--- src/rtl/cpu_controller.sv ---
// Instruction register plus Moore sequencer that drives every datapath control input.
// Optional build macro CTRL_ILLEGAL_EN adds a sticky `illegal` output flag.
module cpu_controller (
    input  logic        clk,
    input  logic        reset_n,
    input  logic        s,
    input  logic        load,
    input  logic [15:0] in,
    output logic        w,
    output logic [15:0] datapath_in,
    output logic        vsel,
    output logic [2:0]  writenum,
    output logic        write,
    output logic [2:0]  readnum,
    output logic        loada,
    output logic        loadb,
    output logic [1:0]  shift,
    output logic        asel,
    output logic        bsel,
    output logic [1:0]  ALUop,
    output logic        loadc,
    output logic        loads
`ifdef CTRL_ILLEGAL_EN
    ,
    output logic        illegal
`endif
);

    typedef enum logic [2:0] {
        S_WAIT      = 3'd0,
        S_DECODE    = 3'd1,
        S_WRITE_IMM = 3'd2,
        S_GET_A     = 3'd3,
        S_GET_B     = 3'd4,
        S_ALU       = 3'd5,
        S_WRITE_REG = 3'd6
    } state_t;

    typedef struct packed {
        logic       w;
        logic       vsel;
        logic [2:0] writenum;
        logic       write;
        logic [2:0] readnum;
        logic       loada;
        logic       loadb;
        logic [1:0] shift;
        logic       asel;
        logic       bsel;
        logic [1:0] aluop;
        logic       loadc;
        logic       loads;
    } ctrl_t;

    state_t      state_q, state_d;
    logic [15:0] ir_q, ir_d;
    ctrl_t       ctrl_q, ctrl_d;

    function automatic logic is_mov_imm(input logic [15:0] ir);
        return ir[15:11] == 5'b11010;
    endfunction

    function automatic logic is_mov_reg(input logic [15:0] ir);
        return ir[15:11] == 5'b11000;
    endfunction

    function automatic logic is_mvn(input logic [15:0] ir);
        return ir[15:11] == 5'b10111;
    endfunction

    function automatic logic is_cmp(input logic [15:0] ir);
        return ir[15:11] == 5'b10101;
    endfunction

    function automatic logic is_two_op(input logic [15:0] ir);
        return (ir[15:11] == 5'b10100) || (ir[15:11] == 5'b10110);
    endfunction

    // Where DECODE goes next; S_WAIT means the encoding is illegal.
    function automatic state_t dispatch(input logic [15:0] ir);
        state_t nxt;
        if (is_mov_imm(ir)) begin
            nxt = S_WRITE_IMM;
        end else if (is_mov_reg(ir) || is_mvn(ir)) begin
            nxt = S_GET_B;
        end else if (is_two_op(ir) || is_cmp(ir)) begin
            nxt = S_GET_A;
        end else begin
            nxt = S_WAIT;
        end
        return nxt;
    endfunction

    // Moore output decode for a given state and instruction.
    function automatic ctrl_t decode_ctrl(input state_t st, input logic [15:0] ir);
        ctrl_t c;
        c          = '0;
        c.readnum  = ir[2:0];
        c.writenum = ir[7:5];
        case (st)
            S_WAIT: begin
                c.w = 1'b1;
            end
            S_WRITE_IMM: begin
                c.vsel     = 1'b1;
                c.write    = 1'b1;
                c.writenum = ir[10:8];
            end
            S_GET_A: begin
                c.readnum = ir[10:8];
                c.loada   = 1'b1;
            end
            S_GET_B: begin
                c.loadb = 1'b1;
            end
            S_ALU: begin
                c.shift = ir[4:3];
                if (is_mov_reg(ir)) begin
                    c.asel  = 1'b1;
                    c.aluop = 2'b00;
                end else begin
                    c.asel  = 1'b0;
                    c.aluop = ir[12:11];
                end
                if (is_cmp(ir)) begin
                    c.loads = 1'b1;
                end else begin
                    c.loadc = 1'b1;
                end
            end
            S_WRITE_REG: begin
                c.write = 1'b1;
            end
            default: begin
                c.w = 1'b0;
            end
        endcase
        return c;
    endfunction

    // Next-state and IR-capture logic; outputs are pre-decoded from the next state.
    always_comb begin
        state_d = state_q;
        ir_d    = ir_q;
        case (state_q)
            S_WAIT: begin
                if (load) begin
                    ir_d = in;
                end else begin
                    ir_d = ir_q;
                end
                if (s) begin
                    state_d = S_DECODE;
                end else begin
                    state_d = S_WAIT;
                end
            end
            S_DECODE:    state_d = dispatch(ir_q);
            S_GET_A:     state_d = S_GET_B;
            S_GET_B:     state_d = S_ALU;
            S_ALU: begin
                if (is_cmp(ir_q)) begin
                    state_d = S_WAIT;
                end else begin
                    state_d = S_WRITE_REG;
                end
            end
            S_WRITE_REG: state_d = S_WAIT;
            S_WRITE_IMM: state_d = S_WAIT;
            default:     state_d = S_WAIT;
        endcase
        ctrl_d = decode_ctrl(state_d, ir_d);
    end

`ifdef CTRL_ILLEGAL_EN
    logic illegal_q, illegal_d;

    // Sticky flag: set leaving DECODE on a bad encoding, cleared when the next start is accepted.
    always_comb begin
        illegal_d = illegal_q;
        if ((state_q == S_DECODE) && (dispatch(ir_q) == S_WAIT)) begin
            illegal_d = 1'b1;
        end else if ((state_q == S_WAIT) && s) begin
            illegal_d = 1'b0;
        end else begin
            illegal_d = illegal_q;
        end
    end

    assign illegal = illegal_q;
`endif

    // State, instruction register and registered control outputs.
    always_ff @(posedge clk or negedge reset_n) begin
        if (!reset_n) begin
            state_q   <= S_WAIT;
            ir_q      <= 16'h0000;
            ctrl_q    <= decode_ctrl(S_WAIT, 16'h0000);
`ifdef CTRL_ILLEGAL_EN
            illegal_q <= 1'b0;
`endif
        end else begin
            state_q   <= state_d;
            ir_q      <= ir_d;
            ctrl_q    <= ctrl_d;
`ifdef CTRL_ILLEGAL_EN
            illegal_q <= illegal_d;
`endif
        end
    end

    assign datapath_in = {{8{ir_q[7]}}, ir_q[7:0]};
    assign w           = ctrl_q.w;
    assign vsel        = ctrl_q.vsel;
    assign writenum    = ctrl_q.writenum;
    assign write       = ctrl_q.write;
    assign readnum     = ctrl_q.readnum;
    assign loada       = ctrl_q.loada;
    assign loadb       = ctrl_q.loadb;
    assign shift       = ctrl_q.shift;
    assign asel        = ctrl_q.asel;
    assign bsel        = ctrl_q.bsel;
    assign ALUop       = ctrl_q.aluop;
    assign loadc       = ctrl_q.loadc;
    assign loads       = ctrl_q.loads;

endmodule

--- config.mk ---
export PLATFORM = sky130hd
export DESIGN_NAME = cpu_controller
export DESIGN_NICKNAME = d
export VERILOG_FILES = /design/src/rtl/cpu_controller.sv
export SDC_FILE = /design/constraint.sdc
export NUM_CORES = 1
export LEC_CHECK = 0
export CAP_MARGIN = 20
export CORE_MARGIN = 3
export CORE_UTILIZATION = 35
export DETAILED_ROUTE_END_ITERATION = 10
export GPL_TIMING_DRIVEN = 0
export PLACE_DENSITY = 0.61
export SYNTH_ARGS = -nofsm -noshare
export SYNTH_HDL_FRONTEND = slang
export SYNTH_SLANG_ARGS = --single-unit
--- constraint.sdc ---
create_clock -name clk -period 3.6 [get_ports clk]
set_input_delay 0.72 -clock clk [delete_from_list [all_inputs] [get_ports clk]]
set_output_delay 0.72 -clock clk [all_outputs]
set_load 0.02 [all_outputs]
==> metrics.txt, run 1 <==
status=completed; Mapped Area=0.00166 sq mm; min-delay worst type=flop to flop; gpl congestion=0.855; initial antenna violation count=0; RSZ-0062 raised after global routing=no; dominant cell type by area after synthesis=dfrtp_1; Cell Rows=24; Yosys reg bits=37; I/O Pins=55; die area=0.00562 sq mm; peak supply drop=0.340 mV; largest cells by area after synthesis=dfrtp_1 54%, mux2_2 12%, buf_4 8.1%, mux2i_1 3.0%, inv_1 2.0%; Root Buffer=clkbuf_8; area share of the largest cell type after synthesis=54.1%; Setup crit end=writenum[2]$_DFF_PN0_; TritonCTS clock tree=yes; startpoint types=input pin; DRT iter0 DRCs=48; area grow syn2layout=40.5%; Setup TNS=0 ps; Peak Freq=394 MHz; Crit. End Element=flop; clock tree sinks=37; max_cap viols=0; Via Count=1,162; period utilization=70.5%; reg2reg path depth=5; Starting Density=37.2%; H-tree level count=2; number of flops mapped to enable cells by yosys=0; worst hold margin=488 ps; Mapped Cells=133; Yosys cell types=37; GR Overflow Total=0; Max Clock Skew=3.55 ps; CTS resizes=0; CP max FO=10; Syn Area/Cell=12.5 sq um; Critical Path Start=load; Clock Latency Late Sink=280 ps; Yosys warning total=0; final setup fails=0; largest net degree at the start of global routing=38; max-slew violations=0; Detailed Route WL=3.33 mm; Core Box Area=0.00447 sq mm; Final min period=2540 ps; GRT Util Overall=12.4%; sequential area share after synthesis=55.7%; worst r2r dst=writenum[2]$_DFF_PN0_; # Post-CTS Setup Buffers=0; Inserted Clock Buffers=5; nets=213; first-pass GRT wire length=5.14 mm; most frequent cells in the layout=52 x clkdlybuf4s50_1, 36 x dfrtp_1, 18 x buf_4; WS Path Type=input pin to flop; drt pass-1 iters=4; drt drc=0; Via density=4.72; ANT nets after route=0; Diodes inserted=0; Hold-fix buffers, CTS=0; worst endpoint data arrival time=2700 ps; final std cells w/o fill=246; number of global-route vias before repair=1,093; most common cell after layout, fill and taps aside=clkdlybuf4s50_1; worst reg2reg path startpoint=state_q[0]$_DFF_PN0_; layout cells sized above 1=27.8%; Least-Margin Pin Slew=804 ps; clock buffer depth=2; hold violation count in the final report=0; post-synth net total=153; clock slew at reported path FFs=70 ps; # port buffers=53; dominant synthesized flop cell=dfrtp_1; reg-to-reg slack, setup=1420 ps; Lkg Pwr=1.05 nW; chip height=75.0 um; Die W=75.0 um; Cell Pwr Density=901 mW/mm^2; Worst EP required=3770 ps; hpwl dp=2.47 mm; fraction of registers with async set/reset=100%; total placed cells including tap cells=238; Filler cells=379; wire per inst=13.6 um; Slew headroom=46.4%
report_power, final:
group	total (mW)	internal, mW	leakage [nW]	switching (mW)
sequential	0.695	0.588	0.461	0.107
clock	0.271	0.134	0.0450	0.137
combinational	1.14	0.608	0.546	0.533
total	2.11	1.33	1.05	0.777
synthesized netlist by cell type (2+ instances only):
master,number
dfrtp_1,36
buf_4,18
mux2_2,17
inv_1,9
nor2_1,8
mux2i_1,5
nand2_1,4
and3_1,3
a21oi_1,2
a21oi_2,2
clkbuf_1,2
o21ai_0,2
worst max-delay path, cell delays in order:
cell and delay (ps):
clkdlybuf4s50_1 480, nor4b_4 550, buf_4 320, mux2_2 360, mux2_2 270
per-layer routing:
| layer | vias to the layer above | GRT usage (%) | share of wire [%] |
|---|---|---|---|
| li1 | 551 | - | - |
| met1 | 556 | 15.8 | 42 |
| met2 | 48 | 19.2 | 47 |
| met3 | 7 | 4.67 | 8.4 |
| met4 | 0 | 4.74 | 1.7 |
| met5 | - | 0 | 0 |
worst min path at each step:
stage / end / startpoint / slack, ps / depth (start not counted)
floorplan: ALUop[0]$_DFF_PN0_ / reset_n / 420 / 0
global placement: ir_q[8]$_DFF_PN0_ / ir_q[8]$_DFF_PN0_ / 480 / 2
detailed placement: ir_q[8]$_DFF_PN0_ / ir_q[8]$_DFF_PN0_ / 480 / 2
CTS: ir_q[8]$_DFF_PN0_ / ir_q[8]$_DFF_PN0_ / 490 / 2
global route: ir_q[8]$_DFF_PN0_ / ir_q[8]$_DFF_PN0_ / 530 / 2
finish: ir_q[8]$_DFF_PN0_ / ir_q[8]$_DFF_PN0_ / 490 / 2
metrics by stage:
step	utilization (%)	total power, mW	cell area [sq um]	worst slack, ps
3_5_place_dp	50.4	1.85	2250	744
2_1_floorplan	-	1.41	1660	1510
5_1_grt	52.2	2.24	2340	996
6_report	52.2	2.11	2340	1060
4_1_cts	52.2	2.13	2340	1050
3_3_place_gp	50.5	1.82	2260	792
state kept, by name, summed over array words and instances, names as in the netlist:
register / count
ALUop: 2
asel: 1
ir_q: 16
loada: 1
loadb: 1
loadc: 1
loads: 1
readnum: 3
shift: 2
state_q: 3
vsel: 1
w: 1
write: 1
writenum: 3
cell families after synthesis:
group	synth area share [%]
and+or+nand+nor	13.0
other	0.225
AOI/OAI and AO/OA	4.96
buffers and inverters	11.6
muxes	14.5
DFF	55.7
area by class of cell:
type / count / area, sq um / share of cell area (%)
buffer: 22 / 159 / 6.80
clock buffer: 6 / 72.6 / 3.10
clock inverter: 2 / 10.0 / 0.428
inverter: 9 / 33.8 / 1.45
multi-input combinational: 65 / 544 / 23.3
sequential: 37 / 927 / 39.7
tap: 52 / 65.1 / 2.78
timing repair buffer: 53 / 526 / 22.5
Power figures use the tool's default switching activity.
==> run 2, diff against run 1 <==
--- a/config.mk
+++ b/config.mk
@@ -10,7 +10,7 @@
 export CORE_UTILIZATION = 35
 export DETAILED_ROUTE_END_ITERATION = 10
 export GPL_TIMING_DRIVEN = 0
-export PLACE_DENSITY = 0.61
+export PLACE_DENSITY = 0.63
 export SYNTH_ARGS = -nofsm -noshare
 export SYNTH_HDL_FRONTEND = slang
 export SYNTH_SLANG_ARGS = --single-unit
==> constraint.sdc (replaced) <==
create_clock -name clk -period 2.14 [get_ports clk]
set_input_delay 0.428 -clock clk [delete_from_list [all_inputs] [get_ports clk]]
set_output_delay 0.428 -clock clk [all_outputs]
set_load 0.02 [all_outputs]
==> metrics.txt, run 2 (synthesized netlist as in run 1, its figures left out) <==
family with the most delay on the worst path=simple AND/OR/NAND/NOR gates; Final min period=2030 ps; Slew headroom=47.7% (+1.3 points); WS Path Type=flop to flop; Cell Chain, Critical Path=clkbuf_1 -> and4b_1 -> o21ai_0 -> a21oi_2 -> nor2b_2 -> mux2_2; area grow syn2layout=44.2%; post-route cell area=0.00240 sq mm (+2.7%); max_cap viols=0 (unchanged); nets=216 (+1.4%); final setup fails=0 (unchanged); clock slew at reported path FFs=70 ps (about the same); hold violation count in the final report=0 (unchanged); ANT nets after route=0 (unchanged); Max Clock Skew=4.27 ps (+0.720 ps); Sequential cell area=927 sq um (unchanged); min-delay worst type=input pin to async pin; Via Count=1,186 (+2.1%); I/O Pins=55 (unchanged); CP max FO=9 (-1); most frequent cells in the layout=52 x clkdlybuf4s50_1, 36 x dfrtp_1, 21 x buf_4; total placed cells including tap cells=238 (unchanged); period utilization=94.6%; Detailed Route WL=3.49 mm (+4.8%); status=completed; drt pass-1 iters=4 (unchanged); Core Box Area=0.00447 sq mm (unchanged); Setup WS pre-CTS=-390 ps (-1130 ps); CP max stage cell=dfrtp_1; Die W=75.0 um (unchanged); GRT Util Overall=13.2% (+0.80 points); final std cells w/o fill=249 (+1.2%); Multi-input gate area=551 sq um (+1.1%); clock tree sinks=37 (unchanged); Diodes inserted=0 (unchanged); Cell Pwr Density=1560 mW/mm^2 (+73%); Via density=4.76 (+0.84%); number of global-route vias before repair=1,175 (+7.5%); Clock Latency Late Sink=280 ps (about the same); peak supply drop=0.482 mV (+42%); die area=0.00562 sq mm (unchanged); Setup TNS=0 ps (unchanged); CP max stage delay=370 ps (-180 ps); GR Overflow Total=0 (unchanged); Lkg Pwr=1.08 nW (+2.8%); Worst EP required=2310 ps (-1460 ps); Least-Margin Pin Slew=784 ps (-19.4 ps); Cell Rows=24 (unchanged); DRT iter0 DRCs=33 (-31%); Cell Area, Placed=0.00225 sq mm (unchanged); clock buffer depth=2 (unchanged); # port buffers=53 (unchanged); initial antenna violation count=0 (unchanged); Hold-fix buffers, CTS=0 (unchanged); wire per inst=14.0 um (+3.5%); startpoint types=flop; gpl congestion=0.762 (-11%); max-slew violations=0 (unchanged); RSZ-0062 raised after global routing=no; TritonCTS clock tree=yes; H-tree level count=2 (unchanged); crit path buf inv count=1 (-1); Filler cells=391 (+3.2%); Crit. End Element=flop; final worst setup slack=115 ps (-949 ps); Top reg by flops=ir_q; worst endpoint data arrival time=2200 ps (-500 ps); Peak Freq=494 MHz; chip height=75.0 um (unchanged); Root Buffer=clkbuf_8; Starting Density=37.2% (unchanged); hpwl dp=2.53 mm (+2.1%); first-pass GRT wire length=5.49 mm (+6.7%); layout cells sized above 1=29.4% (+1.6 points); largest net degree at the start of global routing=38 (unchanged); Inserted Clock Buffers=5 (unchanged); drt drc=0 (unchanged); max reg flops=16 (unchanged); most common cell after layout, fill and taps aside=clkdlybuf4s50_1
run 2: final cells by class:
type / count / share of cell area, %
clock inverter: 1 / 1.25
inverter: 9 / 1.41
clock buffer: 7 / 3.60
sequential: 37 / 38.6
multi-input combinational: 65 / 22.9
buffer: 22 / 6.62
tap: 52 / 2.71
timing repair buffer: 56 / 22.8
run 2: worst reg2reg max path, stage by stage, from the launching register on:
cell	delay (ps)
dfrtp_1	370
clkbuf_1	210
and4b_1	290
o21ai_0	310
a21oi_2	140
nor2b_2	250
mux2_2	360
run 2: layer usage:
metal / GRT usage [%] / wire, um / up-vias
li1: - / - / 558
met1: 16.1 / 1470 / 572
met2: 21.4 / 1720 / 50
met3: 4.01 / 232 / 6
met4: 6.32 / 73 / 0
met5: 0 / 0 / -
run 2: power breakdown:
group,internal [mW],switching [mW],total (mW)
clock network,0.380,0.232,0.612
logic,1.05,0.909,1.96
registers,0.989,0.186,1.17
total,2.42,1.33,3.75
run 2: final timing paths:
check | startpoint | endpoint | slack, ps | cells after the start
setup / recovery | ir_q[12]$_DFF_PN0_ | writenum[0]$_DFF_PN0_ | 110 | 6
hold / removal | reset_n | shift[1]$_DFF_PN0_ | 230 | 1
setup reg to reg | ir_q[12]$_DFF_PN0_ | writenum[0]$_DFF_PN0_ | 110 | 6
hold reg to reg | ir_q[10]$_DFF_PN0_ | ir_q[10]$_DFF_PN0_ | 490 | 2
max in group asynchronous | reset_n | ir_q[15]$_DFF_PN0_ | 1420 | 1
min in group clk | ir_q[10]$_DFF_PN0_ | ir_q[10]$_DFF_PN0_ | 490 | 2
run 2: stage by stage:
stage,total power [mW],util [%],hold WS [ps]
floorplan,2.37,-,132
global placement,3.07,50.5,480
detailed placement,3.12,50.4,481
CTS,3.77,53.5,251
global route,3.99,53.6,278
finish,3.75,53.6,227
run 2: what timing repair did:
item	CTS	global route
buffers inserted	3	0
resized for setup	0	1
setup endpoints to repair	8	3
